<file path="config.mk">
export PLATFORM = sky130hd
export DESIGN_NAME = store_buffer
export DESIGN_NICKNAME = d
export VERILOG_FILES = /design/src/rtl/store_buffer_pkg.sv /design/src/rtl/sb_match.sv /design/src/rtl/store_buffer.sv
export SDC_FILE = /design/constraint.sdc
export NUM_CORES = 1
export LEC_CHECK = 0
export CAP_MARGIN = 20
export CORE_ASPECT_RATIO = 1.25
export CORE_UTILIZATION = 40
export CTS_BUF_LIST = sky130_fd_sc_hd__clkbuf_16
export DETAILED_ROUTE_END_ITERATION = 8
export PLACE_DENSITY = 0.57
export SLEW_MARGIN = 25
export SYNTH_ARGS = -nofsm -noshare
export SYNTH_HDL_FRONTEND = slang
export SYNTH_SLANG_ARGS = --single-unit
</file>
<file path="constraint.sdc">
create_clock -name clk_i -period 13.7 [get_ports clk_i]
set_input_delay 4.11 -clock clk_i [delete_from_list [all_inputs] [get_ports clk_i]]
set_output_delay 4.11 -clock clk_i [all_outputs]
set_load 0.05 [all_outputs]
</file>
<file path="src/rtl/store_buffer_pkg.sv">
// Shared types, default sizes and helpers for the write-behind store buffer.
package store_buffer_pkg;

    localparam int SB_DEPTH = 4;
    localparam int SB_AW    = 16;
    localparam int SB_DW    = 16;

    // One buffered store at the default widths.
    typedef struct packed {
        logic [SB_AW-1:0] addr;
        logic [SB_DW-1:0] data;
    } sb_entry_t;

    // Ceiling log2; returns 0 for n <= 1.
    function automatic int clog2(input int n);
        int r;
        r = 0;
        for (int i = 0; i < 31; i++) begin
            if ((32'sd1 << i) < n) r = i + 1;
        end
        return r;
    endfunction

endpackage

</file>
<file path="src/rtl/sb_match.sv">
// Store-to-load forwarding lookup: exact address compare against every
// occupied entry, youngest (closest behind the tail) wins.
module sb_match
    import store_buffer_pkg::*;
#(
    parameter int DEPTH = SB_DEPTH,
    parameter int AW    = SB_AW,
    parameter int DW    = SB_DW,
    localparam int PW   = clog2(DEPTH)
) (
    input  logic [AW-1:0]    addr_i,
    input  logic [AW-1:0]    ent_addr_i [DEPTH],
    input  logic [DW-1:0]    ent_data_i [DEPTH],
    input  logic [DEPTH-1:0] ent_valid_i,
    input  logic [PW-1:0]    tail_i,
    output logic             hit_o,
    output logic [DW-1:0]    hit_data_o
);

    logic [PW-1:0] idx;

    // Walk from oldest (tail-DEPTH) to youngest (tail-1) so later matches override.
    always_comb begin
        hit_o      = 1'b0;
        hit_data_o = '0;
        idx        = '0;
        for (int k = DEPTH; k >= 1; k--) begin
            idx = tail_i - PW'(k);
            if (ent_valid_i[idx] && (ent_addr_i[idx] == addr_i)) begin
                hit_o      = 1'b1;
                hit_data_o = ent_data_i[idx];
            end
        end
    end

endmodule

</file>
<file path="src/rtl/store_buffer.sv">
// Write-behind store buffer between the MEM stage and data memory. Stores are
// queued and drained on cycles the pipeline leaves the memory port idle;
// loads read memory directly with forwarding from buffered stores.
module store_buffer
    import store_buffer_pkg::*;
#(
    parameter int DEPTH = SB_DEPTH,
    parameter int AW    = SB_AW,
    parameter int DW    = SB_DW,
    localparam int PW   = clog2(DEPTH),
    localparam int CW   = clog2(DEPTH) + 1
) (
    input  logic          clk_i,
    input  logic          rst_i,
    input  logic          req_valid_i,
    input  logic          req_write_i,
    input  logic [AW-1:0] req_addr_i,
    input  logic [DW-1:0] req_wdata_i,
    output logic          req_ready_o,
    output logic [DW-1:0] load_data_o,
    input  logic          drain_req_i,
    output logic          empty_o,
    output logic [CW-1:0] count_o,
    output logic [AW-1:0] mem_addr_o,
    output logic [DW-1:0] mem_wdata_o,
    output logic          mem_write_o,
    input  logic [DW-1:0] mem_rdata_i
);

    logic [AW-1:0]    addr_q [DEPTH];
    logic [DW-1:0]    data_q [DEPTH];
    logic [PW-1:0]    head_q, head_d;
    logic [PW-1:0]    tail_q, tail_d;
    logic [CW-1:0]    count_q, count_d;
    logic             full;
    logic             drain;
    logic             push;
    logic [DEPTH-1:0] valid;
    logic [PW-1:0]    off;
    logic             hit;
    logic [DW-1:0]    hit_data;

    assign full  = (count_q == CW'(DEPTH));
    // A store arriving at a full buffer forces the head out to make room.
    assign drain = (count_q != '0) &&
                   (drain_req_i || !req_valid_i || (full && req_valid_i && req_write_i));

    assign req_ready_o = !drain_req_i && !(full && req_write_i);
    // Push and drain are mutually exclusive: every drain cause either has no
    // valid request or deasserts req_ready.
    assign push        = req_valid_i && req_write_i && req_ready_o;

    assign empty_o     = (count_q == '0);
    assign count_o     = count_q;
    assign mem_write_o = drain;
    assign mem_addr_o  = drain ? addr_q[head_q] : req_addr_i;
    assign mem_wdata_o = drain ? data_q[head_q] : req_wdata_i;
    assign load_data_o = hit ? hit_data : mem_rdata_i;

    // Entry i is occupied when its distance from the head is below count.
    always_comb begin
        valid = '0;
        off   = '0;
        for (int i = 0; i < DEPTH; i++) begin
            off      = PW'(i) - head_q;
            valid[i] = (CW'(off) < count_q);
        end
    end

    sb_match #(
        .DEPTH (DEPTH),
        .AW    (AW),
        .DW    (DW)
    ) u_match (
        .addr_i      (req_addr_i),
        .ent_addr_i  (addr_q),
        .ent_data_i  (data_q),
        .ent_valid_i (valid),
        .tail_i      (tail_q),
        .hit_o       (hit),
        .hit_data_o  (hit_data)
    );

    // Pointer and occupancy next-state; pointers wrap naturally at DEPTH.
    always_comb begin
        head_d  = head_q;
        tail_d  = tail_q;
        count_d = count_q;
        if (drain) begin
            head_d  = head_q + PW'(1);
            count_d = count_q - CW'(1);
        end else if (push) begin
            tail_d  = tail_q + PW'(1);
            count_d = count_q + CW'(1);
        end
    end

    // Control state; reset discards buffered stores immediately.
    always_ff @(posedge clk_i or posedge rst_i) begin
        if (rst_i) begin
            head_q  <= '0;
            tail_q  <= '0;
            count_q <= '0;
        end else begin
            head_q  <= head_d;
            tail_q  <= tail_d;
            count_q <= count_d;
        end
    end

    // Entry storage; contents are meaningless until occupied, so no reset.
    always_ff @(posedge clk_i) begin
        if (push) begin
            addr_q[tail_q] <= req_addr_i;
            data_q[tail_q] <= req_wdata_i;
        end
    end

endmodule

</file>
Yosys cells after proc, flatten, opt, wreduce, memory -nomap -nowiden:

Index checks and enable logic that the tools add are counted.

* register bits: 135
* output and inout bits: 54
* logic and storage cells: 123

* add/subtract/negate cells: 11
* magnitude comparators: 14
* equal/unequal tests: 5
* multiplexer cells: 55
* bitwise operators: 6
* reductions and logical operators: 21

Operator list (number)
* $mux 16: 28
* $bmux 16 s2: 10
* $bwmux 64: 2
* $eq 16x16->1: 4
* $demux 16 s2: 1
* $ge 3x3->1 const B: 5
* $not 2->3: 5
* $logic_and 1x1->1: 12
* $lt 2x3->1: 4
* $lt 2x3->1 const B: 4
* $bmux 1 s2: 4
* $mux 1: 8
* $mux 3: 2
* $add 2x1->2 const B: 2
* $sub 1x2->2 const A: 2
* $sub 2x2->2 const A: 2
* $sub 2x2->2 const B: 2
* $add 3x1->3 const B: 1
* $eq 3x3->1 const B: 1
* $logic_not 1->1: 3
* $logic_not 3->1: 1
* $lt 3x1->1 const B: 1
* $reduce_bool 3->1: 1
* $sub 3x1->3 const B: 1
* other kinds (5): 6

Logic depth before layout (Yosys ltp):

* depth in word-level cells: 11
* mapped depth: 15
* gate-level depth less buffers: 10

By module:

Synthesis repeated with hierarchy kept, for this count alone.

* cells, all modules: 836
* area, all modules: 10523.8 um2

By module, submodules not included
* store_buffer: instances 1, cells an instance 288, area an instance 5955.7 um2, seq. area each 4018.9 um2
* sb_match: instances 1, cells an instance 548, area an instance 4568.1 um2, seq. area each 0.0 um2

Worst setup path before layout:

OpenSTA, ideal clock, no wires.

* kind: input to output
* start: input req_addr_i[14]
* end: output load_data_o[14]
* arrival time: 6644 ps
* required time: 9590 ps
* path slack: 2946 ps
* stages: 8
* path buffers: 2
* cells stage by stage: buf_1 -> xor2_1 -> o311ai_1 -> a2111oi_4 -> and2_0 -> clkbuf_2 -> o311ai_1 -> a31oi_1

* longest elaborated chain between the ends: 7
* elaborated cells on any way between the ends: 17

RTL lines
* start: declaration: RTL line store_buffer.sv:17 `input logic [AW-1:0] req_addr_i,`
* $eq 16x16->1: RTL line sb_match.sv:29 `if (ent_valid_i[idx] && (ent_addr_i[idx] == addr_i)) begin`
* $logic_and 1x1->1: RTL line sb_match.sv:29
* $mux 16 or $mux 1 (tied branches) (4 in series): RTL line sb_match.sv:29
* $mux 16 *: RTL line store_buffer.sv:58 `assign load_data_o = hit ? hit_data : mem_rdata_i;`
* end: declaration: RTL line store_buffer.sv:20 `output logic [DW-1:0] load_data_o,`

Every way passes the cells marked *; elsewhere a longest branch is shown, timed or not.

Worst setup path after layout:

* start: input req_addr_i[3]
* end: output load_data_o[13]

The elaborated chain is that of the path after synthesis.

==> flow_metrics.py <==
metrics = {
    "synth": {
        "synthArstFlopShare_pct": 5.185,
        "synth_area_leaders": "edfxtp_1, mux4_2, mux2_2, mux2i_1, xnor2_1",
        "synthCells": 791,
        "synth_top_area_share_pct": 37.45,
        "synth_cell_type_count": 56,
        "ys_ff_latch": 135,
        "syn-cell-area_um2": 10260,
        "synth_top_area_cell": "edfxtp_1",
        "seq_area_frac_synth_pct": 39.16,
        "yosysWarnings": 0,
        "synth-edff-count": 128,
        "ys.flop_type": "edfxtp_1",
        "avgSynthCellArea_um2": 12.97,
        "syn-num-nets": 853,
    },
    "cells_and_area": {
        "drive_above_1_share_pct": 26.16,
        "final_nets": 913,
        "final_common_cell": "edfxtp_1",
        "filler_cell_count": 2198,
        "area_growth_pct": 18.00,
        "final_cell_mix": "edfxtp_1, clkdlybuf4s50_1, mux4_2, mux2_2, mux2i_1",
        "stdcell_count": 1199,
        "n_antenna_cell": 0,
        "post-route-util_pct": 48.03,
    },
    "timing": {
        "finalHoldViolations": 0,
        "slew_violations": 0,
        "fin_crit_ns": 12.40,
        "slew_headroom_pct": 37.36,
        "setup_viol_count_final": 0,
        "skew_ns": 0.004285,
        "max_slew.worst_pin.slew_ns": 0.9396,
        "clock.fmax_mhz": 80.65,
        "tns_ns": 0,
        "finalCritPeriodShare_pct": 90.51,
        "rsz0062_at_grt": "no",
        "hold_ws_ns": 0.6735,
    },
    "critical_path": {
        "cp-start-kind": "input pin",
        "crit_top_cell": "clkdlybuf4s50_1",
        "rrSetupSlack_ns": 10.52,
        "slowest_stage": "o22ai_2",
        "crit_family": "buffers and inverters",
        "cp.arrival_ns": 8.29,
        "crit_path_end_kind": "primary output",
        "ff2ff_path_depth": 4,
        "regToRegEndpoint": "data_q[17]",
        "worstPathRequired_ns": 9.59,
        "cp_num_buf_inv": 2,
        "crit_end": "load_data_o[13]",
        "reg2reg_from": "tail_q[1]",
        "crit_cells": 8,
        "critical_path.cell_chain": "clkdlybuf4s50_1 > xor2_1 > nor4_1 > nand2_1 > o22ai_2 > or2_1 > a31oi_1 > clkdlybuf4s50_1",
        "critical_path_peak_fanout": 17,
        "crit_start": "req_addr_i[3]",
        "worstSetupPathType": "in -> out",
        "cp_slowest_stage_delay_ns": 0.81,
    },
    "place": {
        "gp_congestion": 0.8483,
        "dp_cells": 1167,
        "io_buffers": 106,
        "dp_hpwl_um": 18860,
    },
    "route": {
        "viasPerCell": 6.215,
        "vias": 7452,
        "finalWirelength_um": 28590,
        "drcViolationCount": 0,
        "drtAntennaViolNets": 0,
        "wl_per_cell_um": 23.85,
        "dr.pass1.iters": 5,
        "drt_iter0_markers": 410,
    },
    "global_routing": {
        "grt_usage_pct": 22.53,
        "grt_pass1_wl_um": 45180,
        "grt_max_degree": 68,
        "antenna_found_initial": 0,
        "grt_overflow": 0,
        "grt_pass1_vias": 7753,
    },
    "clock_network": {
        "ctsLongestPathBuffers": 2,
        "clock_sinks": 135,
        "cts_tree": "done",
        "cts_resized": 0,
        "cts.hold.buffers_added": 0,
        "h-tree-depth": 4,
        "post-cts-setup-buffers": 0,
        "numCtsBuffers": 17,
        "clk_pin_slew_ns": 0.06,
        "clk_latency_ns": 0.42,
        "cts_root_buffer": "clkbuf_16",
    },
    "floorplanning": {
        "die_x_um": 145.3,
        "start_util_pct": 40.70,
        "io_pins": 107,
        "floorplan.die_area_um2": 26300,
        "core-area_um2": 25210,
        "die_y_um": 181.1,
        "rows": 65,
    },
    "power_and_ir_drop": {
        "finalPower_mw": 2.679,
        "vdd.ir_drop.worst_mv": 0.1185,
        "p_per_area_nw_per_um2": 221.3,
        "p_leak_nw": 3.853,
    },
    "status": {
        "status": "finished, final reports clean",
    },
    "run": {
        "cap_violations": 0,
    },
    "min_path": {
        "hold_path.class": "reg -> reg",
        "hold_start": "count_o[1]",
    },
}
## cell families after synthesis
group	Yosys count	synth area share [%]
adders and majority gates	9	1.170
AOI/OAI and AO/OA	141	11.06
and+or+nand+nor	143	6.681
DFF	135	39.16
xor gates and xnor gates	75	6.401
buffers and inverters	88	4.011
muxes	200	31.52
## metrics by stage
stage | instance area, µm² | setup WS (ns)
after floorplan | 10260 | 2.946
after global placement | 11500 | 1.449
after detailed placement | 11500 | 1.314
after CTS | 12090 | 1.321
after global routing | 12110 | 1.062
final | 12110 | 1.300
## state kept, by name (all words and copies together), names as in the netlist
signal   cells
addr_q      64
count_o      3
data_q      64
head_q       2
tail_q       2
## per-layer routing
layer	global-route usage, %	wire length, µm	up-vias	share of wire [%]
met3	3.914	1553	37	5.4
li1	-	-	3335	-
met4	8.211	544	0	1.9
met1	27.55	11610	3804	41
met2	39.77	14890	276	52
met5	0	0	-	0
## final cells by class
cell class              instances  area [µm²]  area share [%]
multi-input cells             568        5866           48.44
flip-flops and latches        135        4029           33.27
repair buffers                122        1181           9.754
clock buffers                  17       425.4           3.513
well taps                     335       419.2           3.461
clock inverters                15       162.7           1.343
inverters                       7       26.28          0.2170
## power by group
group / internal, mW / switching (mW)
Clock: 0.283 / 0.180
Sequential: 0.488 / 0.0751
Combinational: 0.707 / 0.946
Total: 1.48 / 1.20
## Yosys cell counts (8+ instances only)
cell type	instances
edfxtp_1	128
mux4_2	92
mux2_2	65
mux2i_1	43
clkbuf_1	42
xnor2_1	41
nor2_1	40
nand2_1	37
xor2_1	34
a2111oi_0	22
nor3_1	21
a21oi_1	20
buf_2	18
o211ai_1	18
a31oi_1	17
o21ai_0	17
nand3_1	16
buf_1	11
o311ai_1	11
a2111oi_2	10
ha_1	8
## how the worst min path moves through the flow
stage | end | slack, ns | depth (start not counted)
floorplan | count_o[0] | 0.89 | 1
global placement | count_o[1] | 0.65 | 1
detailed placement | count_o[1] | 0.66 | 1
CTS | count_o[1] | 0.68 | 1
global route | count_o[1] | 0.70 | 1
finish | count_o[1] | 0.67 | 1
(Power assumes the default switching activity.)
==> variant 1: new RTL, same flow settings <==
The package constant `SB_DW` goes from 16 to 20.
--- a/src/rtl/store_buffer_pkg.sv
+++ b/src/rtl/store_buffer_pkg.sv
@@ -5,3 +5,3 @@
     localparam int SB_AW    = 16;
-    localparam int SB_DW    = 16;
+    localparam int SB_DW    = 20;
 
Interface: changed (resized load_data_o, mem_rdata_i, mem_wdata_o and req_wdata_i); port bits go from 107 to 123. No check against the original RTL was run, so the function may have changed too.
==> variant 1 against the original RTL <==
- total power rose by 13%
- wire length rose by 17%
- area after synthesis rose by 16%
- register-to-register slack got worse by 0.26 ns
- cell area rose by 16%
- setup slack improved by 0.24 ns
- sequential cell count rose by 16
==> variant 1: results (changes against the original RTL) <==
[synth]
synthTopCellsByCount=mux4_2, edfxtp_1, xor2_1  ; was edfxtp_1, mux4_2, mux2_2
syn_nets=852  ; was 853
synthDistinctLibCells=55  ; was 56
ys_top_cells_by_area=edfxtp_1, mux4_2, xor2_1, mux2_2, a41oi_2  ; was edfxtp_1, mux4_2, mux2_2, mux2i_1, xnor2_1
synth-edff-count=144  ; was 128
synth-async-reset-ratio_pct=4.64  ; was 5.19%
avgSynthCellArea_um2=15.2  ; was 13.0 um^2

[placement]
placedCellCount=1229  ; was 1167
dpl.hpwl_mm=21.4  ; was 18.9 mm
gp_congestion=0.853  ; was 0.848
io_buffers=122  ; was 106
place_area_um2=13400  ; was 11500 um^2
post-place-ws_ns=1.53  ; was 1.31 ns

[global_route]
grt_max_degree=62  ; was 68
grt_pass1_vias=8472  ; was 7753
met2_usage_pct=41.2  ; was 39.8%
use_met1_pct=27.4  ; was 27.6%
grt_use_total_pct=22.9  ; was 22.5%
grt_pass1_wl_mm=51.3  ; was 45.2 mm

[final_layout]
nets=922  ; was 913
clock_area_share_pct=4.31  ; was 4.86%
seq_area_um2=4510  ; was 4030 um^2
layout.nonclk_buf_share_pct=10.1  ; was 9.75%
fillerInstances=2562  ; was 2198
comb.multi_input.count=529  ; was 568

[sta]
finalClockSkew_ns=0.00842  ; was 0.00429 ns
whs_ns=0.726  ; was 0.673 ns
relSlewSlack_pct=36.8  ; was 37.4%

[worst_setup_path]
critPathMaxFanout=22  ; was 17
rrSetupSlack_ns=10.26  ; was 10.52 ns
cp-endpoint=load_data_o[10]  ; was load_data_o[13]
cpMaxStageDelayCell=clkdlybuf4s50_1  ; was o22ai_2
timing.rr.start=tail_q[0]  ; was tail_q[1]
reg2reg_to=data_q[2]  ; was data_q[17]
slowest_delay_ns=0.84  ; was 0.81 ns
cp.arrival_ns=8.05  ; was 8.29 ns

[run_status]
status=completed  ; unchanged

[clock_tree]
clock_latency_ns=0.44  ; was 0.42 ns

[pwr]
p_int_uw=1730  ; was 1480 uW
vdd_drop_max_mv=0.109  ; was 0.118 mV

[routing]
drtIter0Drc=478  ; was 410
routedWlPerCell_um=26.6  ; was 23.8 um

variant 1: changes by cell type after synthesis, sizes merged, moves of 26 or more:
cell / before / now
nand2: 37 / 3
mux4: 92 / 168
mux2: 65 / 38
a2111oi: 33 / 0
xnor2: 41 / 15
variant 1: routing by layer:
layer,routed length (um),vias to the layer above
li1,-,3476
met1,12700,4267
met2,18100,355
met3,1950,58
met4,839,0
met5,0,-
variant 1: kinds of logic after synthesis:
logic type | count (synthesis) | share of synthesized area (%)
AO/OA/AOI/OAI | 136 | 10.5
buffers and inverters | 102 | 4.09
multiplexers | 226 | 37.1
XOR/XNOR | 72 | 5.31
AND/OR/NAND/NOR | 86 | 4.08
adder cells (fa/ha/maj) | 9 | 1.01
flip-flops | 151 | 37.9
variant 1: power by group through the flow:
stage               combinational (uW)  sequential [uW]  clock (uW)
CTS                               1930              636         490
global placement                  1900              641           0
floorplan                         1500              591           0
global route                      2020              647         508
finish                            1910              635         481
detailed placement                1920              646           0
==> variant 2: new RTL, config.mk and constraints unchanged <==
Made on the original files. Register the output `count_o` once more, with the module's reset; this adds one clock of latency there. The other outputs are not delayed to match.
--- a/src/rtl/store_buffer.sv
+++ b/src/rtl/store_buffer.sv
@@ -53,3 +53,9 @@
     assign empty_o     = (count_q == '0);
-    assign count_o     = count_q;
+    always_ff @(posedge clk_i or posedge rst_i) begin
+        if (rst_i) begin
+            count_o <= '0;
+        end else begin
+            count_o <= count_q;
+        end
+    end
     assign mem_write_o = drain;
Formal check against the unedited RTL: not equivalent (a bounded check fails within 4 cycles, from zero or initial values and one cycle with rst_i high).
==> variant 2 against the original RTL <==
- cell area increased by 0.27%
- register-to-register slack got worse by 0.26 ns
- sequential share of layout area increased by 0.53 points
- largest power group unchanged
- sequential cell count increased by 3
- non-clock buffer count increased by 1
- wire length increased by 0.13%
- total power decreased by 0.90%
- setup slack got worse by 0.021 ns
- area after synthesis increased by 0.73%
==> variant 2: results (changes against the original RTL) <==
[run_status]
status=completed  ; unchanged

[synth]
synth_compound_area_share_pct=11.0  ; was 11.1%
synth_xor_area_share_pct=6.35  ; was 6.40%
synth_top_family_by_area=multiplexers  ; unchanged
synth-async-reset-ratio_pct=7.25  ; was 5.19%
synthAdderAreaFrac_pct=1.16  ; was 1.17%
muxShareOfSynthArea_pct=31.3  ; was 31.5%
syn_nets=856  ; was 853
synthTopCellsByCount=edfxtp_1, mux4_2, mux2_2  ; unchanged
synth_seq_area_share_pct=39.6  ; was 39.2%
ys_top_cells_by_area=edfxtp_1, mux4_2, mux2_2, mux2i_1, xnor2_1  ; unchanged
synthDistinctLibCells=56  ; unchanged
yosysWarnings=0  ; unchanged

[worst_setup_path]
slowest_delay_ns=0.87  ; was 0.81 ns
cp.arrival_ns=8.31  ; was 8.29 ns
timing.rr.start=tail_q[0]  ; was tail_q[1]
reg2reg_to=data_q[1]  ; was data_q[17]
rrSetupSlack_ns=10.26  ; was 10.52 ns
critPathMaxFanout=18  ; was 17
cpMaxStageDelayCell=clkdlybuf4s50_1  ; was o22ai_2
r2r_cells=4  ; unchanged

[placement]
io_buffers=106  ; unchanged
dpl.hpwl_mm=18.8  ; was 18.9 mm
gp_congestion=0.845  ; was 0.848

[routing]
routedWlPerCell_um=23.8  ; about the same
route.vias.total=7471  ; was 7452
drtIter0Drc=575  ; was 410

[clock_tree]
clk_root_buffer_cell=clkbuf_16  ; unchanged
cts-htree-levels=4  ; unchanged
path_clk_slew_ns=0.06  ; about the same
post-cts-setup-buffers=0  ; unchanged
max-clock-path-buffers=2  ; unchanged

[final_layout]
nets=917  ; was 913
layout-drive-gt1-share_pct=26.1  ; was 26.2%
insertedDiodeCount=0  ; unchanged

[sta]
finalClockSkew_ns=0.0116  ; was 0.00429 ns
relSlewSlack_pct=33.7  ; was 37.4%
finalCritPeriodShare_pct=90.7  ; was 90.5%
whs_ns=0.520  ; was 0.673 ns

[worst_hold_path]
worstHoldEndpoint=count_o[1]  ; unchanged
whs_path_depth=0  ; was 1
hold_path.class=reg2reg  ; unchanged
hold_start=count_q[1]  ; was count_o[1]

[global_route]
grt_max_degree=77  ; was 68
use_met1_pct=27.6  ; about the same
grt_pass1_wl_mm=44.8  ; was 45.2 mm
grt_use_total_pct=22.3  ; was 22.5%
antenna_found_initial=0  ; unchanged
use_met3_pct=3.79  ; was 3.91%
grt_pass1_vias=7588  ; was 7753
met2_usage_pct=38.6  ; was 39.8%

[pwr]
total_leakage_power_uw=0.00387  ; was 0.00385 uW
vdd_drop_max_mv=0.141  ; was 0.118 mV

variant 2: layout make-up:
class,count,area (um^2)
clock buffer,17,425
clock inverter,14,113
fill,2213,13200
inverter,7,26.3
multi-input combinational,568,5870
sequential,138,4100
tap,335,419
timing repair buffer,123,1190
variant 2: cells by family after synthesis:
family / after synthesis
AO/OA/AOI/OAI: 141
adder cells (fa/ha/maj): 9
XOR/XNOR: 75
AND/OR/NAND/NOR: 143
flip-flops: 138
multiplexers: 200
buffers and inverters: 88
variant 2: report_power, final:
| group | internal, uW | switching (uW) | leakage [uW] |
|---|---|---|---|
| Combinational | 708 | 955 | 0.00235 |
| Clock | 245 | 181 | 0.000254 |
| Sequential | 501 | 64.9 | 0.00127 |
variant 2: worst max-delay path by stage:
stage | slack, ns | from | endpoint | cells after the start
after global placement | 1.49 | req_addr_i[14] | load_data_o[1] | 9
after floorplan | 2.95 | req_addr_i[14] | load_data_o[14] | 8
after detailed placement | 1.39 | req_addr_i[14] | load_data_o[0] | 9
after CTS | 1.34 | req_addr_i[14] | load_data_o[0] | 9
final | 1.28 | req_addr_i[14] | load_data_o[0] | 9
after global routing | 1.09 | req_addr_i[14] | load_data_o[0] | 9
variant 2: layer usage:
metal / vias up / part of all wire (%)
met5: - / 0
met4: 0 / 3.0
met3: 52 / 6.0
met2: 329 / 51
met1: 3749 / 40
li1: 3341 / -
variant 2: stage by stage:
| stage | cells | setup WS, ns | util [%] | instance area, um^2 | total power (uW) |
|---|---|---|---|---|---|
| final | 1202 | 1.28 | 48.0 | 12100 | 2660 |
| after floorplan | 794 | 2.95 | - | 10300 | 1850 |
| after detailed placement | 1171 | 1.39 | 45.8 | 11600 | 2240 |
| after global placement | 1171 | 1.49 | 45.8 | 11600 | 2220 |
| after CTS | 1202 | 1.34 | 47.9 | 12100 | 2670 |
| after global routing | 1202 | 1.09 | 48.0 | 12100 | 2800 |
variant 2: worst register-to-register path: cells and delay by family (launching register included):
kind                     cells  cell delay, ns
buffers and inverters        2            1.28
flip-flops                   1            0.82
AND/OR/NAND/NOR              1            0.68
adder cells (fa/ha/maj)      1            0.31
